==> config.mk <==
export PLATFORM = sky130hd
export DESIGN_NAME = alu_op_sequencer_flat
export DESIGN_NICKNAME = d
export VERILOG_FILES = /design/src/rtl/alu_seq_pkg.sv /design/src/rtl/alu_op_sequencer_if.sv /design/src/rtl/reg_sel_decoder.sv /design/src/rtl/alu_op_sequencer.sv /design/src/flat_wrapper.sv
export SDC_FILE = /design/constraint.sdc
export NUM_CORES = 1
export LEC_CHECK = 0
export BUFFER_PORTS_ARGS = -buffer_cell sky130_fd_sc_hd__buf_2
export CAP_MARGIN = 5
export CORE_ASPECT_RATIO = 1.1
export CORE_UTILIZATION = 40
export DETAILED_ROUTE_END_ITERATION = 8
export PLACE_DENSITY = 0.81
export SYNTH_ARGS = -nofsm -noshare
export SYNTH_HDL_FRONTEND = slang
export SYNTH_HIERARCHICAL = 1
export SYNTH_SLANG_ARGS = --single-unit
export TNS_END_PERCENT = 50
==> constraint.sdc <==
create_clock -name clock -period 2.9 [get_ports clock]
set_input_delay 0.29 -clock clock [delete_from_list [all_inputs] [get_ports clock]]
set_output_delay 0.29 -clock clock [all_outputs]
set_load 0.02 [all_outputs]
==> src/rtl/alu_seq_pkg.sv <==
// Shared definitions for the ALU op sequencer: opcodes, FSM states, ALU strobe indices,
// IR field positions and the per-cycle control bundle.
package alu_seq_pkg;

    localparam int NUM_REGS  = 16;
    localparam int OPC_W     = 5;
    localparam int REG_SEL_W = 4;
    localparam int ALU_OP_W  = 14;

    // IR field slice positions
    localparam int OP_MSB = 31;
    localparam int OP_LSB = 27;
    localparam int RA_MSB = 26;
    localparam int RA_LSB = 23;
    localparam int RB_MSB = 22;
    localparam int RB_LSB = 19;
    localparam int RC_MSB = 18;
    localparam int RC_LSB = 15;

    localparam logic [OPC_W-1:0] OPC_ADD  = 5'b00000;
    localparam logic [OPC_W-1:0] OPC_SUB  = 5'b00001;
    localparam logic [OPC_W-1:0] OPC_AND  = 5'b00010;
    localparam logic [OPC_W-1:0] OPC_OR   = 5'b00011;
    localparam logic [OPC_W-1:0] OPC_SHR  = 5'b00100;
    localparam logic [OPC_W-1:0] OPC_SHRA = 5'b00101;
    localparam logic [OPC_W-1:0] OPC_SHL  = 5'b00110;
    localparam logic [OPC_W-1:0] OPC_ROR  = 5'b00111;
    localparam logic [OPC_W-1:0] OPC_ROL  = 5'b01000;
    localparam logic [OPC_W-1:0] OPC_MUL  = 5'b01111;
    localparam logic [OPC_W-1:0] OPC_DIV  = 5'b10000;
    localparam logic [OPC_W-1:0] OPC_NEG  = 5'b10001;
    localparam logic [OPC_W-1:0] OPC_NOT  = 5'b10010;
    localparam logic [OPC_W-1:0] OPC_NOP  = 5'b11010;
    localparam logic [OPC_W-1:0] OPC_HALT = 5'b11011;

    // alu_op bit indices, LSB first
    localparam int ALU_INCPC = 0;
    localparam int ALU_ADD   = 1;
    localparam int ALU_SUB   = 2;
    localparam int ALU_AND   = 3;
    localparam int ALU_OR    = 4;
    localparam int ALU_SHR   = 5;
    localparam int ALU_SHRA  = 6;
    localparam int ALU_SHL   = 7;
    localparam int ALU_ROR   = 8;
    localparam int ALU_ROL   = 9;
    localparam int ALU_NEG   = 10;
    localparam int ALU_NOT   = 11;
    localparam int ALU_MUL   = 12;
    localparam int ALU_DIV   = 13;

    typedef enum logic [3:0] {
        ST_IDLE = 4'd0,
        ST_T0   = 4'd1,
        ST_T1   = 4'd2,
        ST_T2   = 4'd3,
        ST_T3   = 4'd4,
        ST_T4   = 4'd5,
        ST_T5   = 4'd6,
        ST_T6   = 4'd7
    } state_e;

    typedef enum logic [2:0] {
        CLS_BINARY,
        CLS_MULDIV,
        CLS_UNARY,
        CLS_NOP,
        CLS_HALT,
        CLS_ILLEGAL
    } op_class_e;

    typedef struct packed {
        logic                 r_in_en;
        logic [REG_SEL_W-1:0] r_in_sel;
        logic                 r_out_en;
        logic [REG_SEL_W-1:0] r_out_sel;
        logic                 pc_in, ir_in, y_in, z_in, mar_in, mdr_in, hi_in, lo_in;
        logic                 pc_out, mdr_out, zhigh_out, zlow_out, hi_out, lo_out;
        logic                 read;
        logic [ALU_OP_W-1:0]  alu_op;
        logic                 illegal_op;
    } ctrl_t;

    function automatic op_class_e classify(input logic [OPC_W-1:0] op);
        op_class_e cls;
        case (op)
            OPC_ADD, OPC_SUB, OPC_AND, OPC_OR, OPC_SHR,
            OPC_SHRA, OPC_SHL, OPC_ROR, OPC_ROL:        cls = CLS_BINARY;
            OPC_MUL, OPC_DIV:                           cls = CLS_MULDIV;
            OPC_NEG, OPC_NOT:                           cls = CLS_UNARY;
            OPC_NOP:                                    cls = CLS_NOP;
            OPC_HALT:                                   cls = CLS_HALT;
            default:                                    cls = CLS_ILLEGAL;
        endcase
        return cls;
    endfunction

    function automatic logic [ALU_OP_W-1:0] alu_onehot(input logic [OPC_W-1:0] op);
        logic [ALU_OP_W-1:0] v;
        v = '0;
        case (op)
            OPC_ADD:  v[ALU_ADD]  = 1'b1;
            OPC_SUB:  v[ALU_SUB]  = 1'b1;
            OPC_AND:  v[ALU_AND]  = 1'b1;
            OPC_OR:   v[ALU_OR]   = 1'b1;
            OPC_SHR:  v[ALU_SHR]  = 1'b1;
            OPC_SHRA: v[ALU_SHRA] = 1'b1;
            OPC_SHL:  v[ALU_SHL]  = 1'b1;
            OPC_ROR:  v[ALU_ROR]  = 1'b1;
            OPC_ROL:  v[ALU_ROL]  = 1'b1;
            OPC_NEG:  v[ALU_NEG]  = 1'b1;
            OPC_NOT:  v[ALU_NOT]  = 1'b1;
            OPC_MUL:  v[ALU_MUL]  = 1'b1;
            OPC_DIV:  v[ALU_DIV]  = 1'b1;
            default:  v = '0;
        endcase
        return v;
    endfunction

endpackage

==> src/rtl/alu_op_sequencer_if.sv <==
// Sequencer <-> datapath signal bundle. master = sequencer, slave = datapath.
// ALU_SEQ_ICOUNT_EN adds the retired-instruction counter output.
interface alu_op_sequencer_if;
    import alu_seq_pkg::*;

    logic                run;
    logic                mem_ready;
    logic [31:0]         ir;
    logic [NUM_REGS-1:0] r_in;
    logic [NUM_REGS-1:0] r_out;
    logic                pc_in, ir_in, y_in, z_in, mar_in, mdr_in, hi_in, lo_in;
    logic                pc_out, mdr_out, zhigh_out, zlow_out, hi_out, lo_out;
    logic                read;
    logic [ALU_OP_W-1:0] alu_op;
    logic                halted;
    logic                illegal_op;
`ifdef ALU_SEQ_ICOUNT_EN
    logic [31:0]         instr_count;

    modport master (
        input  run, mem_ready, ir,
        output r_in, r_out, pc_in, ir_in, y_in, z_in, mar_in, mdr_in, hi_in, lo_in,
        output pc_out, mdr_out, zhigh_out, zlow_out, hi_out, lo_out,
        output read, alu_op, halted, illegal_op, instr_count
    );
    modport slave (
        output run, mem_ready, ir,
        input  r_in, r_out, pc_in, ir_in, y_in, z_in, mar_in, mdr_in, hi_in, lo_in,
        input  pc_out, mdr_out, zhigh_out, zlow_out, hi_out, lo_out,
        input  read, alu_op, halted, illegal_op, instr_count
    );
`else
    modport master (
        input  run, mem_ready, ir,
        output r_in, r_out, pc_in, ir_in, y_in, z_in, mar_in, mdr_in, hi_in, lo_in,
        output pc_out, mdr_out, zhigh_out, zlow_out, hi_out, lo_out,
        output read, alu_op, halted, illegal_op
    );
    modport slave (
        output run, mem_ready, ir,
        input  r_in, r_out, pc_in, ir_in, y_in, z_in, mar_in, mdr_in, hi_in, lo_in,
        input  pc_out, mdr_out, zhigh_out, zlow_out, hi_out, lo_out,
        input  read, alu_op, halted, illegal_op
    );
`endif
endinterface

==> src/rtl/reg_sel_decoder.sv <==
// Turns a register-select field plus enable into a one-hot register strobe vector.
module reg_sel_decoder #(
    parameter int SEL_W = 4,
    parameter int OUT_W = 16
) (
    input  logic [SEL_W-1:0] sel_i,
    input  logic             en_i,
    output logic [OUT_W-1:0] onehot_o
);
    // NOTE: assign a default before any conditional write so no latch is inferred.
    always_comb begin
        onehot_o = '0;
        if (en_i) onehot_o[sel_i] = 1'b1;
    end
endmodule

==> src/rtl/alu_op_sequencer.sv <==
// Hardwired fetch/decode/execute control unit for the Phase-1 datapath.
// Define ALU_SEQ_ICOUNT_EN to add the instr_count retired-instruction counter.
module alu_op_sequencer (
    input logic                clock,
    input logic                clear,
    alu_op_sequencer_if.master seq
);
    import alu_seq_pkg::*;

    state_e              state_q, state_d;
    logic                halted_q, halted_d;
    ctrl_t               ctrl;
    logic [OPC_W-1:0]    opc;
    logic [REG_SEL_W-1:0] ra, rb, rc;
    op_class_e           op_cls;
    logic [ALU_OP_W-1:0] alu_sel;

    assign opc     = seq.ir[OP_MSB:OP_LSB];
    assign ra      = seq.ir[RA_MSB:RA_LSB];
    assign rb      = seq.ir[RB_MSB:RB_LSB];
    assign rc      = seq.ir[RC_MSB:RC_LSB];
    assign op_cls  = classify(opc);
    assign alu_sel = alu_onehot(opc);

    always_comb begin
        state_d  = state_q;
        halted_d = halted_q;
        case (state_q)
            ST_IDLE: if (seq.run && !halted_q) state_d = ST_T0;
            ST_T0:   state_d = ST_T1;
            ST_T1:   if (seq.mem_ready) state_d = ST_T2;
            ST_T2:   state_d = ST_T3;
            ST_T3: begin
                if (op_cls == CLS_HALT) halted_d = 1'b1;
                if (op_cls inside {CLS_BINARY, CLS_MULDIV, CLS_UNARY}) state_d = ST_T4;
                else                                                  state_d = ST_IDLE;
            end
            ST_T4:   state_d = (op_cls inside {CLS_BINARY, CLS_MULDIV}) ? ST_T5 : ST_IDLE;
            ST_T5:   state_d = (op_cls == CLS_MULDIV) ? ST_T6 : ST_IDLE;
            default: state_d = ST_IDLE;
        endcase
    end

    // NOTE: sequential state uses non-blocking assignments so every flop samples pre-edge values.
    always_ff @(posedge clock or negedge clear) begin
        if (!clear) begin
            state_q  <= ST_IDLE;
            halted_q <= 1'b0;
        end else begin
            state_q  <= state_d;
            halted_q <= halted_d;
        end
    end

    // Strobes decode from the current state and the live IR, so T3 sees the word loaded in T2.
    always_comb begin
        ctrl = '0;
        case (state_q)
            ST_T0: begin
                ctrl.pc_out            = 1'b1;
                ctrl.mar_in            = 1'b1;
                ctrl.alu_op[ALU_INCPC] = 1'b1;
                ctrl.z_in              = 1'b1;
            end
            ST_T1: begin
                ctrl.zlow_out = 1'b1;
                ctrl.read     = 1'b1;
                ctrl.mdr_in   = 1'b1;
                ctrl.pc_in    = seq.mem_ready;
            end
            ST_T2: begin
                ctrl.mdr_out = 1'b1;
                ctrl.ir_in   = 1'b1;
            end
            ST_T3: begin
                case (op_cls)
                    CLS_BINARY: begin
                        ctrl.r_out_en = 1'b1; ctrl.r_out_sel = rb; ctrl.y_in = 1'b1;
                    end
                    CLS_MULDIV: begin
                        ctrl.r_out_en = 1'b1; ctrl.r_out_sel = ra; ctrl.y_in = 1'b1;
                    end
                    CLS_UNARY: begin
                        ctrl.r_out_en = 1'b1; ctrl.r_out_sel = rb;
                        ctrl.alu_op   = alu_sel; ctrl.z_in = 1'b1;
                    end
                    CLS_ILLEGAL: ctrl.illegal_op = 1'b1;
                    default: ;
                endcase
            end
            ST_T4: begin
                case (op_cls)
                    CLS_BINARY: begin
                        ctrl.r_out_en = 1'b1; ctrl.r_out_sel = rc;
                        ctrl.alu_op   = alu_sel; ctrl.z_in = 1'b1;
                    end
                    CLS_MULDIV: begin
                        ctrl.r_out_en = 1'b1; ctrl.r_out_sel = rb;
                        ctrl.alu_op   = alu_sel; ctrl.z_in = 1'b1;
                    end
                    CLS_UNARY: begin
                        ctrl.zlow_out = 1'b1; ctrl.r_in_en = 1'b1; ctrl.r_in_sel = ra;
                    end
                    default: ;
                endcase
            end
            ST_T5: begin
                case (op_cls)
                    CLS_BINARY: begin
                        ctrl.zlow_out = 1'b1; ctrl.r_in_en = 1'b1; ctrl.r_in_sel = ra;
                    end
                    CLS_MULDIV: begin
                        ctrl.zlow_out = 1'b1; ctrl.lo_in = 1'b1;
                    end
                    default: ;
                endcase
            end
            ST_T6: begin
                ctrl.zhigh_out = 1'b1;
                ctrl.hi_in     = 1'b1;
            end
            default: ;
        endcase
    end

    reg_sel_decoder #(.SEL_W(REG_SEL_W), .OUT_W(NUM_REGS)) u_r_in_dec (
        .sel_i    (ctrl.r_in_sel),
        .en_i     (ctrl.r_in_en),
        .onehot_o (seq.r_in)
    );

    reg_sel_decoder #(.SEL_W(REG_SEL_W), .OUT_W(NUM_REGS)) u_r_out_dec (
        .sel_i    (ctrl.r_out_sel),
        .en_i     (ctrl.r_out_en),
        .onehot_o (seq.r_out)
    );

    assign seq.pc_in      = ctrl.pc_in;
    assign seq.ir_in      = ctrl.ir_in;
    assign seq.y_in       = ctrl.y_in;
    assign seq.z_in       = ctrl.z_in;
    assign seq.mar_in     = ctrl.mar_in;
    assign seq.mdr_in     = ctrl.mdr_in;
    assign seq.hi_in      = ctrl.hi_in;
    assign seq.lo_in      = ctrl.lo_in;
    assign seq.pc_out     = ctrl.pc_out;
    assign seq.mdr_out    = ctrl.mdr_out;
    assign seq.zhigh_out  = ctrl.zhigh_out;
    assign seq.zlow_out   = ctrl.zlow_out;
    assign seq.hi_out     = ctrl.hi_out;
    assign seq.lo_out     = ctrl.lo_out;
    assign seq.read       = ctrl.read;
    assign seq.alu_op     = ctrl.alu_op;
    assign seq.illegal_op = ctrl.illegal_op;
    assign seq.halted     = halted_q;

`ifdef ALU_SEQ_ICOUNT_EN
    logic [31:0] count_q, count_d;
    logic        retire;

    // Retire on the last execute step of each ALU-using instruction.
    assign retire = ((state_q == ST_T5) && (op_cls == CLS_BINARY)) ||
                    ((state_q == ST_T6) && (op_cls == CLS_MULDIV)) ||
                    ((state_q == ST_T4) && (op_cls == CLS_UNARY));
    assign count_d = retire ? count_q + 32'd1 : count_q;

    always_ff @(posedge clock or negedge clear) begin
        if (!clear) count_q <= '0;
        else        count_q <= count_d;
    end

    assign seq.instr_count = count_q;
`else
`endif

endmodule
==> src/flat_wrapper.sv <==
// flat-port wrapper written by rule: the top's interface ports become plain ports
module alu_op_sequencer_flat import alu_seq_pkg::*;
  (clock, clear, seq_run, seq_mem_ready, seq_ir, seq_r_in, seq_r_out, seq_pc_in, seq_ir_in, seq_y_in, seq_z_in, seq_mar_in, seq_mdr_in, seq_hi_in, seq_lo_in, seq_pc_out, seq_mdr_out, seq_zhigh_out, seq_zlow_out, seq_hi_out, seq_lo_out, seq_read, seq_alu_op, seq_halted, seq_illegal_op);
  alu_op_sequencer_if seq_i ();
  input logic clock;
  input logic clear;
  input wire logic [$bits(seq_i.run)-1:0] seq_run;
  input wire logic [$bits(seq_i.mem_ready)-1:0] seq_mem_ready;
  input wire logic [$bits(seq_i.ir)-1:0] seq_ir;
  output wire logic [$bits(seq_i.r_in)-1:0] seq_r_in;
  output wire logic [$bits(seq_i.r_out)-1:0] seq_r_out;
  output wire logic [$bits(seq_i.pc_in)-1:0] seq_pc_in;
  output wire logic [$bits(seq_i.ir_in)-1:0] seq_ir_in;
  output wire logic [$bits(seq_i.y_in)-1:0] seq_y_in;
  output wire logic [$bits(seq_i.z_in)-1:0] seq_z_in;
  output wire logic [$bits(seq_i.mar_in)-1:0] seq_mar_in;
  output wire logic [$bits(seq_i.mdr_in)-1:0] seq_mdr_in;
  output wire logic [$bits(seq_i.hi_in)-1:0] seq_hi_in;
  output wire logic [$bits(seq_i.lo_in)-1:0] seq_lo_in;
  output wire logic [$bits(seq_i.pc_out)-1:0] seq_pc_out;
  output wire logic [$bits(seq_i.mdr_out)-1:0] seq_mdr_out;
  output wire logic [$bits(seq_i.zhigh_out)-1:0] seq_zhigh_out;
  output wire logic [$bits(seq_i.zlow_out)-1:0] seq_zlow_out;
  output wire logic [$bits(seq_i.hi_out)-1:0] seq_hi_out;
  output wire logic [$bits(seq_i.lo_out)-1:0] seq_lo_out;
  output wire logic [$bits(seq_i.read)-1:0] seq_read;
  output wire logic [$bits(seq_i.alu_op)-1:0] seq_alu_op;
  output wire logic [$bits(seq_i.halted)-1:0] seq_halted;
  output wire logic [$bits(seq_i.illegal_op)-1:0] seq_illegal_op;
  assign seq_i.run = seq_run;
  assign seq_i.mem_ready = seq_mem_ready;
  assign seq_i.ir = seq_ir;
  assign seq_r_in = seq_i.r_in;
  assign seq_r_out = seq_i.r_out;
  assign seq_pc_in = seq_i.pc_in;
  assign seq_ir_in = seq_i.ir_in;
  assign seq_y_in = seq_i.y_in;
  assign seq_z_in = seq_i.z_in;
  assign seq_mar_in = seq_i.mar_in;
  assign seq_mdr_in = seq_i.mdr_in;
  assign seq_hi_in = seq_i.hi_in;
  assign seq_lo_in = seq_i.lo_in;
  assign seq_pc_out = seq_i.pc_out;
  assign seq_mdr_out = seq_i.mdr_out;
  assign seq_zhigh_out = seq_i.zhigh_out;
  assign seq_zlow_out = seq_i.zlow_out;
  assign seq_hi_out = seq_i.hi_out;
  assign seq_lo_out = seq_i.lo_out;
  assign seq_read = seq_i.read;
  assign seq_alu_op = seq_i.alu_op;
  assign seq_halted = seq_i.halted;
  assign seq_illegal_op = seq_i.illegal_op;
  alu_op_sequencer u_core (.clock(clock), .clear(clear), .seq(seq_i));
endmodule
=== After elaboration in Yosys (flattened, before gate mapping) ===
Memory sizes are Yosys's and may differ from the RTL's.
Cells that the tools add are included.

* Register bits: 5
* Logic and storage cells: 94
* ROM bits: 96
* Output and inout port bits: 63
* Memories kept: 1
* Input port bits: 36

* Equality and inequality tests: 25
* Reduce and logical (&&, ||, !) cells: 13
* $lt $le $gt $ge: 4
* Muxes and demuxes: 49

{| class="wikitable"
|+ Memories
! memory !! depth !! bits a word !! read ports !! clocked after memory_dff !! write ports !! RTL line !! text
|-
| (no name shown) || 32 || 3 || 1 || 0 || 0 || alu_seq_pkg.sv:86 || <nowiki>case (op)</nowiki>
|}

{| class="wikitable"
|+ Operators by type and width
! kind !! number
|-
| $pmux 5 s2 || 4
|-
| $mux 16 || 2
|-
| $mux 14 || 2
|-
| $pmux 4 s7 || 1
|-
| $mux 1 || 27
|-
| $pmux 13 s2 || 1
|-
| $eq 5x3->1 const B || 4
|-
| $eq 4x3->1 const B || 4
|-
| $eq 5x5->1 const B || 3
|-
| $eq 5x2->1 const B || 2
|-
| $eq 5x4->1 const B || 2
|-
| $lt 4x5->1 const B || 2
|-
| $mux 5 || 2
|-
| $mux 3 || 3
|-
| $pmux 1 s3 || 3
|-
| $demux 1 s4 || 2
|-
| $eq 4x2->1 const B || 2
|-
| $ge 4x1->1 const B || 2
|-
| $mux 4 || 2
|-
| $eq 3x3->1 const B || 2
|-
| $eq 5x1->1 const B || 1
|-
| $logic_not 5->1 || 1
|-
| $eq 4x1->1 const B || 1
|-
| $logic_not 4->1 || 1
|-
| other kinds (11) || 15
|}

=== Logic depth before layout (Yosys ltp) ===
An unclocked memory read counts as a cell.

* Word-level depth: 10
* Depth in mapped cells: 10
* Depth with buffers taken out: 9

=== Modules after synthesis ===
Netlist, hierarchy kept.

{| class="wikitable"
|+ Modules (own cells, without submodules)
! module !! cells an instance !! times used !! sequential area each (um2) !! area an instance (um2)
|-
| alu_op_sequencer || 147 || 1 || 100.1 || 1021.0
|-
| reg_sel_decoder (u_core.u_r_in_dec) || 23 || 1 || 0.0 || 120.1
|-
| reg_sel_decoder (u_core.u_r_out_dec) || 23 || 1 || 0.0 || 117.6
|}

=== Worst setup path before layout ===
OpenSTA, ideal clock, no wires.

* Kind: in2out
* Start point: input seq_ir[27]
* End point: output seq_r_out[1]
* Arrival time: 2.389 ns
* Cell stages on the path: 10
* Data required time: 2.610 ns
* Buffers on the path: 1
* Setup slack: 0.221 ns
* Cells stage by stage: inv_1 ha_1 nand2b_1 a21oi_2 or2_2 buf_2 o21ai_1 a32o_1 or3b_4 nor2_1

{| class="wikitable"
|+ RTL lines
! element !! RTL line !! text
|-
| start: declaration || flat_wrapper.sv:9 || <nowiki>input wire logic [$bits(seq_i.ir)-1:0] seq_ir;</nowiki>
|-
| end: declaration || flat_wrapper.sv:11 || <nowiki>output wire logic [$bits(seq_i.r_out)-1:0] seq_r_out;</nowiki>
|}

==> run metrics <==
vias in the first global route=1273; Crit Path Category=input pin to primary output; fin crit share=0.977; remaining antenna violation count=0; HPWL Detailed=2680 µm; GP Congestion=0.827; crit path capture type=primary output; # port buffers=81; antenna violations before repair=0; Chip Width=55.5 µm; GRT Residual Overflow=0; clock tree buffer depth=2; final slew viol count=0; Flop pwr share=0.172; Pre-antenna DRT Iters=6; Finished Layout Cells=298; core area=2880 µm²; startpoint types=input pin; gate count after technology mapping=193; power density over cell area=437 nW/µm²; Int Pwr=334 µW; TritonCTS clock tree=built; status=completed; NumNets Final=308; most frequent cell after synthesis=nor2_1; Cells after DPL=290; Lkg Pwr=0.896 nW; crit path max fanout=8; # IOs=99; largest net degree at the start of global routing=16; EDFF count, synth=0; Rows=20; DR DRC count=0; Synth Register Bits=4; DIE HEIGHT=60.8 µm; NetSw=407 µW; Hold/Removal Path Class=input pin to asynchronous set/reset pin; Switching Share=0.549; Worst EP arrival=2540 ps; relative slew slack=0.629; Synth Area per Inst=6.52 µm²; die area=3380 µm²; Via density=5.26; Area Growth Syn to Fin=34.5%; final setup vio count=0; routed via count=1568; total track usage=0.190; clock-pin slew on the worst setup and hold paths=40 ps; Initial Utilization=0.437; clock latency on the worst-skew pair=230 ps; top cells by area, synth=buf_4 12%, nor2_1 10%, dfrtp_1 8.0%, nand2b_1 5.5%, ha_1 5.0%; pin slew with the least headroom to its limit=551 ps; Post-Syn Area=1260 µm²; Worst Skew=6.14 ps; Multi-input gate area=990 µm²; clock network power share=0.089; CTS root buf=clkbuf_4; RSZ-0062 raised after global routing=true; routed len/inst=11.7 µm; power share of the combinational group=0.738; Antenna Cells=0; H-tree Lvls=1; Pwr Total=740 µW; share of layout cells above drive strength 1=0.434; YS warnings=6; fmax=353 MHz; max cap viols=0; synth cell count leaders=34 x nor2_1, 20 x buf_4, 15 x nand2_1, 11 x nand2b_1, 11 x nor3_1; Top FF cell, synth=dfrtp_1; Synth cell types=42; area leader, netlist=buf_4; Register Area=100 µm²; first-iteration detailed-routing DRC count=47; WP data required=2610 ps; CTS Buf Count=3; Post-synth ARST share=1.00; post-synthesis sequential area ratio=0.0795; Final Util=0.588; clk sinks=4; WL final=3480 µm; global-route wire length before repair=5350 µm; min cycle time layout=2830 ps; endpoints failing hold=0; fill count=292; maximum VDD drop=402 µV; Synth top area share=0.119
## layer usage
metal	vias up	part of all wire	track usage	wire length (µm)
li1	801	-	-	-
met1	696	0.44	0.232	1530
met2	69	0.50	0.363	1730
met3	2	0.061	0.0235	214
met4	0	0.0023	0.0393	8
met5	-	0	0	0
## registers in the layout (all words and copies together), names as in the netlist
signal	count
u_core/seq.halted	1
u_core/state_q	3
## kinds of logic after synthesis
| logic type | synth area share |
|---|---|
| and+or+nand+nor | 0.511 |
| AOI/OAI and AO/OA | 0.175 |
| buffers and inverters | 0.166 |
| adders and majority gates | 0.0497 |
| DFF | 0.0795 |
| muxes | 0.0159 |
| other | 0.00298 |
## per-stage QoR
stage / cell area, µm² / TNS [ps] / hold slack [ps] / worst slack, ps
CTS: 1630 / 0 / 383 / 69.8
global placement: 1590 / 0 / 94.0 / 30.4
finish: 1690 / 0 / 386 / 67.6
floorplan: 1260 / 0 / -5.59 / 221
detailed placement: 1590 / -5.54 / 95.3 / -5.54
global route: 1690 / -388 / 382 / -76.1
## power by group through the flow
stage	clock network, mW	logic [mW]	registers (mW)
final	0.0662	0.546	0.128
after global routing	0.0775	0.596	0.132
after CTS	0.0691	0.528	0.126
after detailed placement	0	0.522	0.125
after global placement	0	0.518	0.124
after floorplan	0	0.405	0.114
## worst max-delay path, stage by stage
cell	delay (ps)
buf_2	100
inv_1	70
ha_1	290
mux2i_1	90
nor3b_2	220
buf_4	160
mux2i_1	210
nor4b_2	70
buf_4	150
and2_1	180
or3b_4	430
nor3_2	110
buf_4	160
## final timing paths
path                                               start                             to  slack, ps  cells after the start
max in group asynchronous                          clear  u_core/seq.halted$_DFFE_PN0P_       2390                      2
setup / recovery                              seq_ir[27]                    seq_r_in[0]         70                     13
hold / removal                                     clear  u_core/state_q[1]$_DFFE_PN0P_        390                      2
min in group clock         u_core/seq.halted$_DFFE_PN0P_  u_core/seq.halted$_DFFE_PN0P_        490                      1
setup reg to reg           u_core/state_q[1]$_DFFE_PN0P_  u_core/seq.halted$_DFFE_PN0P_       1460                      3
hold reg to reg            u_core/seq.halted$_DFFE_PN0P_  u_core/seq.halted$_DFFE_PN0P_        490                      1
## layout make-up
| type | count | area share |
|---|---|---|
| Clock buffer | 3 | 0.0133 |
| Inverter | 3 | 0.00665 |
| Multi-Input combinational cell | 159 | 0.585 |
| Sequential cell | 4 | 0.0591 |
| Tap cell | 33 | 0.0244 |
| Timing Repair Buffer | 96 | 0.312 |
## cells in the final DEF (no fill, tap or decap), types with 2 or more instances in the layout
master    Yosys  layout
buf_2         2      78
nor2_1       34      34
buf_4        20      17
nand2_1      15      15
nand2b_1     11      11
nor3_1       11      10
o21ai_0       9       8
and2_1        8       6
and3_1        7       6
nor2b_1       5       5
nand3b_1      5       5
o22ai_1       5       5
ha_1          5       5
nand3_1       5       4
a32o_1        4       4
dfrtp_1       4       4
clkbuf_4      0       3
inv_1         3       3
nor4_1        3       3
nor3b_1       3       3
nor3_2        2       3
o21ai_1       2       2
mux2i_1       2       2
a21oi_4       0       2
a211oi_1      2       2
and2_2        0       2
a21o_1        2       2
conb_1        1       2
or3b_4        2       2
## timing repair
| action | CTS | global route |
|---|---|---|
| pin swaps | 1 | 1 |
| resized for setup | 0 | 13 |
| setup buffers | 2 | 2 |
| endpoints found under the setup margin | 1 | 32 |
| endpoints found under the hold margin | 4 | 0 |
| hold buffers | 1 | 0 |
(Power assumes the default switching activity.)
